## config.mk

```make
export PLATFORM = sky130hd
export DESIGN_NAME = mux2x1_rr
export DESIGN_NICKNAME = d
export VERILOG_FILES = /design/src/rtl/mux2x1_rr.sv
export SDC_FILE = /design/constraint.sdc
export NUM_CORES = 1
export LEC_CHECK = 0
export BUFFER_PORTS_ARGS = -buffer_cell sky130_fd_sc_hd__buf_2
export CAP_MARGIN = 30
export CELL_PAD_IN_SITES_DETAIL_PLACEMENT = 0
export CELL_PAD_IN_SITES_GLOBAL_PLACEMENT = 1
export CORE_MARGIN = 8
export CORE_UTILIZATION = 49
export CTS_CLUSTER_DIAMETER = 150
export CTS_CLUSTER_SIZE = 16
export DETAILED_ROUTE_END_ITERATION = 8
export PLACE_DENSITY = 0.88
export RECOVER_POWER = 100
export SETUP_SLACK_MARGIN = 0.4
export SLEW_MARGIN = 15
export SYNTH_ARGS = -nofsm -noshare
export SYNTH_HDL_FRONTEND = slang
export SYNTH_SLANG_ARGS = --single-unit
export TNS_END_PERCENT = 20
```

## constraint.sdc

```tcl
create_clock -name clk -period 3.24 [get_ports clk]
set_clock_uncertainty 0.1 [all_clocks]
set_input_delay 0.324 -clock clk [delete_from_list [all_inputs] [get_ports clk]]
set_output_delay 0.324 -clock clk [all_outputs]
set_load 0.01 [all_outputs]
```

## src/rtl/mux2x1_rr.sv

```systemverilog
// -----------------------------------------------------------------------------
// mux2x1_rr
//   Merges two valid-qualified lanes into a single registered output stream.
//   Each lane is buffered in its own DEPTH-entry FIFO. A round-robin arbiter
//   pops at most one word per cycle from the FIFOs into the output register.
//
// Parameters
//   DATA_W     width of the data buses
//   DEPTH      entries per lane FIFO (power of two, >= 2)
//
// Ports
//   clk        rising-edge clock
//   reset      asynchronous, active-low reset
//   in0        lane 0 data
//   validIn0   lane 0 data valid (one word per cycle while high)
//   in1        lane 1 data
//   validIn1   lane 1 data valid
//   out        merged data, registered; holds its value when no word is issued
//   validOut   out carries a new word this cycle, registered
//   full0      lane 0 FIFO holds DEPTH words
//   full1      lane 1 FIFO holds DEPTH words
//   overflow0  sticky flag: a lane 0 word was dropped
//   overflow1  sticky flag: a lane 1 word was dropped
// -----------------------------------------------------------------------------
module mux2x1_rr #(
    parameter int DATA_W = 8,
    parameter int DEPTH  = 4
) (
    input  logic              clk,
    input  logic              reset,
    input  logic [DATA_W-1:0] in0,
    input  logic              validIn0,
    input  logic [DATA_W-1:0] in1,
    input  logic              validIn1,
    output logic [DATA_W-1:0] out,
    output logic              validOut,
    output logic              full0,
    output logic              full1,
    output logic              overflow0,
    output logic              overflow1
);

    localparam int PTR_W = $clog2(DEPTH);
    localparam int CNT_W = PTR_W + 1;

    // Lane inputs gathered into arrays so both FIFOs come from one generate loop.
    logic [DATA_W-1:0] lane_data [2];
    logic [1:0]        lane_valid;

    assign lane_data[0] = in0;
    assign lane_data[1] = in1;
    assign lane_valid   = {validIn1, validIn0};

    logic [1:0]        non_empty;
    logic [1:0]        full;
    logic [1:0]        pop;
    logic [1:0]        overflow;
    logic [DATA_W-1:0] head [2];

    logic              grant_valid;
    logic              grant_lane;
    logic              last_grant_reg;

    logic [DATA_W-1:0] out_reg;
    logic              valid_out_reg;

    // -------------------------------------------------------------------------
    // Per-lane FIFO
    // -------------------------------------------------------------------------
    genvar gi;
    generate
        for (gi = 0; gi < 2; gi++) begin : g_lane
            logic [DATA_W-1:0] mem [DEPTH];
            logic [PTR_W-1:0]  wr_ptr_reg;
            logic [PTR_W-1:0]  rd_ptr_reg;
            logic [CNT_W-1:0]  count_reg;
            logic              overflow_reg;
            logic              push;

            assign full[gi]      = (count_reg == CNT_W'(DEPTH));
            assign non_empty[gi] = (count_reg != '0);
            assign pop[gi]       = grant_valid && (grant_lane == 1'(gi));
            // A full lane still accepts a write when it is being popped on the
            // same edge: the freed slot is reused and the count stays at DEPTH.
            assign push          = lane_valid[gi] && (!full[gi] || pop[gi]);
            assign head[gi]      = mem[rd_ptr_reg];
            assign overflow[gi]  = overflow_reg;

            // Storage carries no reset; queued words are discarded by clearing
            // the pointers and count.
            always_ff @(posedge clk) begin
                if (push) begin
                    mem[wr_ptr_reg] <= lane_data[gi];
                end
            end

            always_ff @(posedge clk or negedge reset) begin
                if (!reset) begin
                    wr_ptr_reg   <= '0;
                    rd_ptr_reg   <= '0;
                    count_reg    <= '0;
                    overflow_reg <= 1'b0;
                end else begin
                    if (push) begin
                        wr_ptr_reg <= wr_ptr_reg + PTR_W'(1);
                    end
                    if (pop[gi]) begin
                        rd_ptr_reg <= rd_ptr_reg + PTR_W'(1);
                    end
                    case ({push, pop[gi]})
                        2'b10:   count_reg <= count_reg + CNT_W'(1);
                        2'b01:   count_reg <= count_reg - CNT_W'(1);
                        default: count_reg <= count_reg;
                    endcase
                    if (lane_valid[gi] && !push) begin
                        overflow_reg <= 1'b1;
                    end
                end
            end
        end
    endgenerate

    // -------------------------------------------------------------------------
    // Round-robin arbiter on the pre-edge FIFO state
    // -------------------------------------------------------------------------
    always_comb begin
        grant_valid = |non_empty;
        grant_lane  = 1'b0;
        if (&non_empty) begin
            // Contention: the lane that did not win last time goes next.
            grant_lane = ~last_grant_reg;
        end else if (non_empty[1]) begin
            grant_lane = 1'b1;
        end
    end

    // -------------------------------------------------------------------------
    // Output register and grant history
    // -------------------------------------------------------------------------
    always_ff @(posedge clk or negedge reset) begin
        if (!reset) begin
            out_reg        <= '0;
            valid_out_reg  <= 1'b0;
            last_grant_reg <= 1'b1;   // lane 0 wins the first tie
        end else if (grant_valid) begin
            out_reg        <= head[grant_lane];
            valid_out_reg  <= 1'b1;
            last_grant_reg <= grant_lane;
        end else begin
            valid_out_reg  <= 1'b0;
        end
    end

    assign out       = out_reg;
    assign validOut  = valid_out_reg;
    assign full0     = full[0];
    assign full1     = full[1];
    assign overflow0 = overflow[0];
    assign overflow1 = overflow[1];

endmodule
```

# Word level (Yosys, flattened, before mapping)
# Memory sizes are Yosys's and may differ from the RTL's.
# Cells that the tools add are included.
# word_totals
in_bits,20
ram_bits,64
elab_cells,61
mem_count,2
register_bits,26
out_inout_bits,13
# mem_list
name,depth,width,read_ports,rd_clocked_by_memory_dff,wr,line_no,text
g_lane[0].mem,4,8,1,0,1,73,logic [DATA_W-1:0] mem [DEPTH];
g_lane[1].mem,4,8,1,0,1,73,
# classes
magnitude_cmp,1
n_addsub,8
n_reduce_logical,18
mux,12
n_eq_ne,6
n_bitwise,3
# op_table
operator,n
$mux W8,3
$pmux W3 S2,2
$add A2 B1 Y2 const B,4
$mux W1,7
$add A3 B1 Y3 const B,2
$eq A3 B3 Y1 const B,2
$logic_and A1 B1 Y1,6
$reduce_bool A3 Y1,2
$sub A3 B1 Y3 const B,2
$eq A2 B1 Y1 const B,2
$eq A2 B2 Y1 const B,2
$logic_not A1 Y1,4
$reduce_bool A2 Y1,2
$ge A2 B2 Y1 const B,1
$logic_or A1 B1 Y1,2
$not A1 Y1,2
$not A1 Y2,1
$reduce_and A2 Y1,1
$reduce_or A2 Y1,1

# Depth between registers and ports, before layout
# Gate-level depths: netlist of run 1.
# logic_depth
depth_word,9
ltp_mapped,11

# Worst setup path before layout of run 1
# No wires, ideal clock.
# synth_timing
path_kind,reg-to-reg
start,register g_lane[1].count_reg[0]
end,register g_lane[0].count_reg[2]
synth_period_minus_slack_ps,2316
slack_ps,924
setup_ps,132
path_buffers,1
stages_incl_launch_ff,10
required_ps,3008
t_arrival_ps,2085
cell_sequence,dfrtp_1 > nor3_4 > o21ai_2 > buf_6 > or2_1 > fa_1 > nor2b_1 > nand2b_1 > o311ai_1 > o21ai_1
# synth_via
elab_chain_cells,9
# synth_rtl
item,line_no,text
start: declaration,76,logic [CNT_W-1:0] count_reg;
start signal: assignment,111,2'b10: count_reg <= count_reg + CNT_W'(1);
start signal: assignment,112,2'b01: count_reg <= count_reg - CNT_W'(1);
start signal: assignment,113,default: count_reg <= count_reg;
$reduce_bool A3 Y1 (*),81,assign non_empty[gi] = (count_reg != '0);
$mux W1 or $reduce_and A2 Y1 (tied branches),"132, 129",
$mux W1,129,if (&non_empty) begin
$not A1 Y1,82,assign pop[gi] = grant_valid && (grant_lane == 1'(gi));
$logic_and A1 B1 Y1 (*),82,
$logic_or A1 B1 Y1,85,assign push = lane_valid[gi] && (!full[gi] || pop[gi]);
$logic_and A1 B1 Y1,85,
$eq A2 B1 Y1 or $eq A2 B2 Y1 (tied branches),110,"case ({push, pop[gi]})"
$pmux W3 S2 or $reduce_bool A2 Y1 (tied branches),n/a,
end signal: assignment,111,
end signal: assignment,112,
end signal: assignment,113,
end: declaration,76,
# Every way passes the cells marked *; elsewhere a longest branch is shown, timed or not.
# A chain may end at the register's enable or synchronous reset.

# Final worst setup path of run 1
# Same ends and word-level chain as after synthesis.

==> flow_summary.toml, run 1 <==
[timing]
fin_crit_ns = 2.66
drv_slew = 0
timing.setup.tns_ns = 0
max_freq_mhz = 376
tightest_slew_ns = 1.45
slew_headroom = 0.0359
rsz0062_at_grt = "no"
timing.final.hold_violations = 0
setup_violations = 0
min_period_over_period = 0.820

[finish]
fillers = 658
layout_common_cells = "edfxtp_1, clkbuf_1, dfrtp_1, mux4_2"
final_common_cell = "edfxtp_1"
syn_to_final_growth_pct = 9.20
antenna-diode-count = 0
nets = 286
post_route_cells_drive_above_1_share = 0.162
largest_reg_flops = 64
final_util = 0.547

[synthesis]
synth_compound_area_frac = 0.0627
async_flop_share = 0.289
synth_xor_area_frac = 0.0228
yosys.area_share.simple = 0.0488
synth-edff-count = 64
netlist_area_sq_mm = 0.00385
synth_seq_cells = 90
synthCells = 220
seq_area_frac_synth = 0.669
synthDistinctLibCells = 46
syn_avg_cell_area_sq_um = 17.5
yosysWarnings = 0
synthAdderAreaFrac = 0.0397
ys.flop_type = "edfxtp_1"
syn-num-nets = 251
synthMuxAreaShare = 0.129
synth_top_family_by_area = "multiplexers"

[detailed_routing]
post_drt_wl_per_cell_um = 18.7
vias = 1963
drtIter0Drc = 96
dr.pass1.iters = 4
drc_errors = 0
drt-vias-per-instance = 5.44
ant_nets = 0
wirelength_mm = 6.74

[worst_setup_path]
startpoint_type = "register"
r2r-start = "g_lane[1].count_reg[0]"
r2r_cells = 8
crit_chain = "nor3_1 > o21ai_2 > or2_1 > fa_1 > nor2b_1 > nand2b_1 > o311ai_0 > o21ai_1"
arrival_ns = 2.78
r2r_setup_slack_ns = 0.58
crit_path_top_delay_cell = "dfrtp_1"
crit_type = "reg -> reg"
critPathCaptureType = "register"
critPathRequiredTime_ns = 3.36
r2r_end = "g_lane[0].count_reg[2]"
cpPeakStageDelay_ns = 0.43
path_max_fanout = 12

[global_route]
grt_max_degree = 27
grt_pass1_wl_mm = 11.0
grt_overflow = 0
antenna_found_initial = 0
grt_use_total = 0.131
grt_pass1_vias = 2075

[pwr]
p_seq_frac = 0.476
pwr_density_cell_mw_per_mm2 = 952
clkPwrFrac = 0.190
leakage_nw = 1.49
combPwrFrac = 0.334
p_int_mw = 2.61
swShare = 0.348
p_switching_mw = 1.39
vdd_drop_max_v = 0.000370

[worst_hold_path]
min_from = "in1[6]"
worstHoldPathType = "in -> reg"
hold_depth = 1
hold_path_end = "g_lane[1].mem[2][6]"

[status]
status = "completed"

[floorplanning]
ioPinCount = 33
dieHeight_um = 105
dieArea_sq_mm = 0.0109
initial_utilization = 0.501
fp-row-count = 32
die_w_um = 105
coreArea_sq_mm = 0.00769

[clocking]
postCtsResizedCells = 0
cts_tree = "done"
clkTransAtPathRegs_ns = 0.09
clock-sinks = 90
clk_latency_ns = 0.36
root_buffer = "clkbuf_8"
htree_levels = 3
cts_setup_buffers = 0
cts_buffers = 9
clockBufferDepth = 2

[placement]
io_buffers = 32
dpl.hpwl_mm = 4.69
gp_congestion = 0.749

[job]
cap_viol_max_count = 0
## per-stage QoR
step,power (mW),setup WS [ns],hold WS [ns],std cells,instance area [sq um]
final,4.00,0.582,0.122,361,4200
after global routing,4.27,0.344,0.119,361,4200
after CTS,4.14,0.656,0.0560,361,4290
after detailed placement,3.36,0.678,0.262,345,4080
after global placement,3.31,0.847,0.254,344,4080
after floorplan,3.00,0.924,-0.0716,220,3850
## logic make-up (layout without fill, tap and decap cells)
| kind of cell | Yosys count | count (layout) |
|---|---|---|
| AOI/OAI and AO/OA | 31 | 31 |
| xor gates and xnor gates | 10 | 10 |
| and+or+nand+nor | 27 | 27 |
| DFF | 90 | 90 |
| muxes | 29 | 29 |
| adders and majority gates | 11 | 11 |
| buffers and inverters | 22 | 61 |
## timing repair
item,CTS,global route
endpoints found under the setup margin,0,0
hold endpoints to repair,25,0
hold buffers,1,0
## worst max-delay path by stage
stage / from / end / slack [ns]
6_report: g_lane[1].count_reg[0] / g_lane[0].count_reg[2] / 0.58
5_1_grt: g_lane[1].count_reg[0] / g_lane[0].count_reg[2] / 0.34
4_1_cts: last_grant_reg / g_lane[0].count_reg[2] / 0.66
3_5_place_dp: last_grant_reg / g_lane[0].count_reg[2] / 0.68
3_3_place_gp: last_grant_reg / g_lane[0].count_reg[2] / 0.85
2_1_floorplan: g_lane[1].count_reg[0] / g_lane[0].count_reg[2] / 0.92
## synthesized netlist by cell type (3+ instances only)
library cell,n,share of area
mux2i_1,11,0.029
xnor2_1,5,0.011
dfrtp_1,25,0.16
xor2_1,5,0.011
nor2_1,5,0.0049
and3_1,4,0.0065
a21oi_1,8,0.010
o21ai_1,3,0.0039
inv_1,11,0.011
mux4_2,16,0.094
ha_1,9,0.029
and2_1,4,0.0065
o32ai_1,8,0.018
edfxtp_1,64,0.50
## power by group through the flow
stage          Clock [mW]  Sequential (mW)  Combinational [mW]
6_report            0.760             1.91                1.34
5_1_grt             0.824             1.96                1.49
4_1_cts             0.787             1.93                1.42
3_5_place_dp            0             1.96                1.41
3_3_place_gp            0             1.93                1.37
2_1_floorplan           0             1.77                1.23
## critical path: cells and delay by family (launching register included)
| family | cells | cell delay [ns] |
|---|---|---|
| simple gates | 4 | 0.88 |
| compound gates | 3 | 0.74 |
| flops | 1 | 0.43 |
| fa+ha+maj | 1 | 0.37 |
## layout make-up
type / instances / area [sq um] / share of cell area
Clock inverter: 6 / 72.6 / 0.0173
Inverter: 11 / 41.3 / 0.00982
Clock buffer: 9 / 124 / 0.0295
Tap cell: 102 / 128 / 0.0304
Multi-Input combinational cell: 108 / 1120 / 0.266
Timing Repair Buffer: 35 / 148 / 0.0351
Sequential cell: 90 / 2570 / 0.612
## layer usage
layer  global-route usage  up-vias  routed length, um
met4               0.0693        0                160
met1                0.165      990               3150
met2                0.200       43               3140
met5                    0        -                  0
li1                     -      917                  -
met3               0.0393       13                287
Power figures use the tool's default switching activity.
==> run 2, diff against run 1 <==
- ABC_AREA: not set -> 1
- CORE_UTILIZATION: 49 -> 48
- PLACE_DENSITY: 0.88 -> 0.9
- clock period: 3.24 -> 2.8 ns (I/O delays scaled with it)
==> flow_summary.toml, run 2 <==
[status]
status = "completed"

[global_route]
antenna_found_initial = 0
grt_max_degree = 27
grt_pass1_wl_mm = 11.6
grt_overflow = 0
grt_pass1_vias = 2348
grt_use_total = 0.133

[detailed_routing]
drc_errors = 0
vias = 2358
drtIter0Drc = 91
drt-vias-per-instance = 5.03
dr.pass1.iters = 4
ant_nets = 0
post_drt_wl_per_cell_um = 15.2
wirelength_mm = 7.13

[synthesis]
synthCells = 319
synth_seq_cells = 90
synthDistinctLibCells = 32
async_flop_share = 0.289
netlist_area_sq_mm = 0.00386
ys.flop_type = "edfxtp_1"
syn_avg_cell_area_sq_um = 12.1
synth_area_leaders = "edfxtp_1, dfrtp_1, nor2_1"
synth_commonest_cells = "edfxtp_1, nor2_1, nand2_1"
yosysWarnings = 0
synth-edff-count = 64
yosysMostFrequentCell = "edfxtp_1"
synth_top_cell_area_share = 0.497
seq_area_frac_synth = 0.666
yosysTopAreaCell = "edfxtp_1"
syn-num-nets = 350

[finish]
design_area_sq_mm = 0.00425
fillers = 691
largest_reg_flops = 64
nets = 393
syn_to_final_growth_pct = 9.97
antenna-diode-count = 0
layout_common_cells = "edfxtp_1, nor2_1, nand2_1, clkbuf_1, o21ai_0"
post_route_cells_drive_above_1_share = 0.106
final_common_cell = "edfxtp_1"

[worst_hold_path]
worstHoldPathType = "in -> reg"

[clocking]
htree_levels = 3
cts_buffers = 9
clock-sinks = 90
clk_latency_ns = 0.36
clkTransAtPathRegs_ns = 0.09
cts_setup_buffers = 0
root_buffer = "clkbuf_8"
clockBufferDepth = 2
cts_tree = "done"

[floorplanning]
dieHeight_um = 106
dieArea_sq_mm = 0.0112
ioPinCount = 33
die_w_um = 106
fp-row-count = 32
coreArea_sq_mm = 0.00777
initial_utilization = 0.497

[job]
cap_viol_max_count = 0

[placement]
dpl.hpwl_mm = 5.06
dp_slack_ns = 0.502
placed_cell_area_sq_mm = 0.00416
gp_congestion = 0.764
io_buffers = 32

[pwr]
swShare = 0.407
p_switching_mw = 1.92
leakage_nw = 1.62
p_int_mw = 2.80
power.total_mw = 4.72
clkPwrFrac = 0.173
pwr_density_cell_mw_per_mm2 = 1110
p_seq_frac = 0.446
combPwrFrac = 0.381
vdd_drop_max_v = 0.000554

[timing]
worst_hold_slack_ns = 0.0790
timing.final.hold_violations = 0
drv_slew = 0
rsz0062_at_grt = "no"
timing.setup.tns_ns = 0
min_period_over_period = 0.860
setup_ws_ns = 0.393
slew_headroom = 0.0480
fin_crit_ns = 2.41
tightest_slew_ns = 1.43
max_freq_mhz = 415
setup_violations = 0

[worst_setup_path]
r2r_end = "g_lane[1].count_reg[2]"
arrival_ns = 2.54
path_max_fanout = 15
startpoint_type = "register"
r2r_setup_slack_ns = 0.39
critPathRequiredTime_ns = 2.94
crit_path_top_delay_cell = "fa_1"
r2r_cells = 12
cp-endpoint = "g_lane[1].count_reg[2]"
cpPeakStageDelay_ns = 0.38
crit_start = "g_lane[0].count_reg[0]"
crit_chain = "inv_1 > nand3_1 > nand2_1 > nand2_8 > nand2_1 > nand2_4 > ha_1 > inv_1 > fa_1 > a21oi_1 > o21ai_0 > xor2_1"
critPathCaptureType = "register"
crit_type = "reg -> reg"
r2r-start = "g_lane[0].count_reg[0]"
## run 2: cell families (layout without fill, tap and decap cells)
| family | count (synthesis) | in the layout | share of synthesized area |
|---|---|---|---|
| AOI/OAI and AO/OA | 55 | 55 | 0.0939 |
| adders and majority gates | 11 | 11 | 0.0395 |
| and+or+nand+nor | 116 | 116 | 0.136 |
| xor gates and xnor gates | 7 | 7 | 0.0178 |
| DFF | 90 | 90 | 0.666 |
| buffers and inverters | 40 | 88 | 0.0466 |
## run 2: power groups by stage
stage	Combinational [mW]	Sequential (mW)	Clock, mW
floorplan	1.48	2.04	0
global placement	1.87	2.12	0
detailed placement	1.92	2.13	0
finish	1.80	2.10	0.817
CTS	1.93	2.11	0.829
global route	2.06	2.15	0.875
## run 2: final cells by class
cell class	count	area [sq um]	area share
clock buffers	10	128	0.0300
clock inverters	6	50.0	0.0118
inverters	31	124	0.0292
multi-input cells	189	1070	0.253
flip-flops and latches	90	2570	0.606
well taps	102	128	0.0300
repair buffers	41	171	0.0403
## run 2: metal layers
layer  vias to the layer above  wire length [um]  GRT usage
met1                      1120              3120      0.163
met4                         0               157     0.0683
met3                        11               339     0.0238
met5                         -                 0          0
li1                       1173                 -          -
met2                        54              3510      0.221
## run 2: through the flow
step	utilization	cells
finish	0.547	469
global route	0.547	469
CTS	0.559	469
detailed placement	0.535	452
global placement	0.535	452
floorplan	-	319
## run 2: what timing repair did
item                                    4_1_cts  5_1_grt
endpoints found under the setup margin        0        1
endpoints found under the hold margin        25        0
gates resized for setup                       0        1
hold buffers                                  1        0
## run 2: how the worst min path moves through the flow
stage / to / start / slack, ns / depth (start not counted)
2_1_floorplan: g_lane[0].count_reg[0] / reset / -0.12 / 0
3_3_place_gp: g_lane[1].wr_ptr_reg[1] / reset / 0.22 / 1
3_5_place_dp: g_lane[1].wr_ptr_reg[1] / reset / 0.22 / 1
4_1_cts: g_lane[0].mem[0][6] / in0[6] / 0.02 / 1
5_1_grt: g_lane[0].mem[0][6] / in0[6] / 0.08 / 1
6_report: g_lane[1].mem[2][6] / in1[6] / 0.08 / 1
## run 2: worst max-delay path, delay by kind of cell, from the launching register on
family | cells | cell delay [ns]
xor gates and xnor gates | 1 | 0.15
adders and majority gates | 2 | 0.52
buffers and inverters | 2 | 0.15
and+or+nand+nor | 5 | 0.77
DFF | 1 | 0.35
AOI/OAI and AO/OA | 2 | 0.25
==> run 3, diff against run 2 <==
- ABC_AREA: 1 -> not set
- CORE_UTILIZATION: 48 -> 49
- PLACE_DENSITY: 0.9 -> 0.88
- SETUP_SLACK_MARGIN: 0.4 -> 0.02
==> flow_summary.toml, run 3 (synthesized netlist as in run 1, its figures left out) <==
[finish]
fin_cells = 365
largest_reg_flops = 64
final_common_cell = "edfxtp_1"
post_route_cells_drive_above_1_share = 0.167
antenna-diode-count = 0
nets = 289
syn_to_final_growth_pct = 9.75
layout_common_cells = "edfxtp_1, clkbuf_1, dfrtp_1, mux4_2"

[detailed_routing]
vias = 1979
drt-vias-per-instance = 5.42
drtIter0Drc = 92
wirelength_mm = 6.72
post_drt_wl_per_cell_um = 18.4
drc_errors = 0
ant_nets = 0
dr.pass1.iters = 4

[timing]
timing.final.hold_violations = 0
worst_hold_slack_ns = 0.0850
fin_crit_ns = 2.46
setup_violations = 0
max_freq_mhz = 407
slew_headroom = -0.0118
drv_slew = 27
timing.setup.tns_ns = 0
rsz0062_at_grt = "no"
tightest_slew_ns = 1.52
min_period_over_period = 0.878

[worst_setup_path]
critPathCaptureType = "register"
critPathTopFamily = "flip-flops"
path_max_fanout = 10
worstPathBufferInverterCount = 1
arrival_ns = 2.36
crit_path_top_delay_cell = "dfstp_1"
critPathRequiredTime_ns = 2.71
startpoint_type = "register"
crit_chain = "clkbuf_1 > nor2_1 > a21boi_4 > and2_1"
cpPeakStageDelay_ns = 0.71
crit_type = "reg -> reg"
r2r_setup_slack_ns = 0.34

[pwr]
combPwrFrac = 0.347
vdd_drop_max_v = 0.000402
clkPwrFrac = 0.173
p_int_mw = 2.96
power.total_mw = 4.58
p_seq_frac = 0.480
pwr_density_cell_mw_per_mm2 = 1080
leakage_nw = 1.50
swShare = 0.355
p_switching_mw = 1.63

[placement]
dpl.hpwl_mm = 4.71
io_buffers = 32
gp_congestion = 0.725
place_inst = 348

[floorplanning]
ioPinCount = 33
die_w_um = 105
fp-row-count = 32
initial_utilization = 0.501
dieArea_sq_mm = 0.0109
coreArea_sq_mm = 0.00769
dieHeight_um = 105

[clocking]
clkTransAtPathRegs_ns = 0.09
cts_tree = "done"
cts_buffers = 9
cts_setup_buffers = 0
htree_levels = 3
clockBufferDepth = 2
clk_latency_ns = 0.35
clock-sinks = 90
root_buffer = "clkbuf_8"

[status]
violations = "max-capacitance violations, max-slew violations"
status = "complete, but fails checks"

[worst_hold_path]
worstHoldPathType = "in -> reg"

[global_route]
grt_use_total = 0.130
grt_pass1_vias = 2051
antenna_found_initial = 0
grt_overflow = 0
grt_pass1_wl_mm = 10.9
grt_max_degree = 27

[job]
cap_viol_max_count = 1
## run 3: final timing paths
| path | to | start | depth (start not counted) |
|---|---|---|---|
| worst max-delay path | g_lane[0].mem[0][5] | last_grant_reg | 4 |
| worst min-delay path | g_lane[1].mem[1][2] | in1[2] | 1 |
| worst max register to register | g_lane[0].mem[0][5] | last_grant_reg | 4 |
| worst min register to register | overflow1 | overflow1 | 1 |
| max in group asynchronous | g_lane[1].count_reg[0] | reset | 2 |
| min in group asynchronous | g_lane[0].wr_ptr_reg[1] | reset | 2 |
## run 3: final cells by class
type / count / area [sq um]
repair buffers: 38 / 161
clock inverters: 6 / 50.0
multi-input cells: 108 / 1140
well taps: 102 / 128
clock buffers: 10 / 128
inverters: 11 / 41.3
fillers: 647 / 3460
flip-flops and latches: 90 / 2570
## run 3: layer usage
layer | up-vias | track usage | routed length (um)
met5 | - | 0 | 0
met1 | 986 | 0.164 | 2940
met4 | 0 | 0.0805 | 86
li1 | 925 | - | -
met2 | 61 | 0.198 | 3250
met3 | 7 | 0.0344 | 443
## run 3: timing repair
item,in CTS,in global routing
hold buffers,1,0
hold endpoints to repair,25,0
gates resized for setup,0,0
## run 3: power groups by stage
stage	clock (mW)	sequential, mW	combinational, mW
after detailed placement	0	2.24	1.68
after floorplan	0	2.05	1.42
after global placement	0	2.21	1.65
final	0.794	2.20	1.59
after global routing	0.873	2.25	1.79
after CTS	0.827	2.21	1.69
## run 3: per-stage QoR
step | setup WS (ns) | util | cell area (sq um)
2_1_floorplan | 0.484 | - | 3850
3_3_place_gp | 0.516 | 0.534 | 4110
3_5_place_dp | 0.481 | 0.534 | 4110
4_1_cts | 0.469 | 0.559 | 4290
5_1_grt | 0.162 | 0.549 | 4220
6_report | 0.343 | 0.549 | 4220
## run 3: worst reg2reg max path, delay by kind of cell, from the launching register on
family	cells	cell delay [ns]
flip-flops	1	0.71
AND/OR/NAND/NOR	2	0.59
buffers and inverters	1	0.45
AO/OA/AOI/OAI	1	0.27
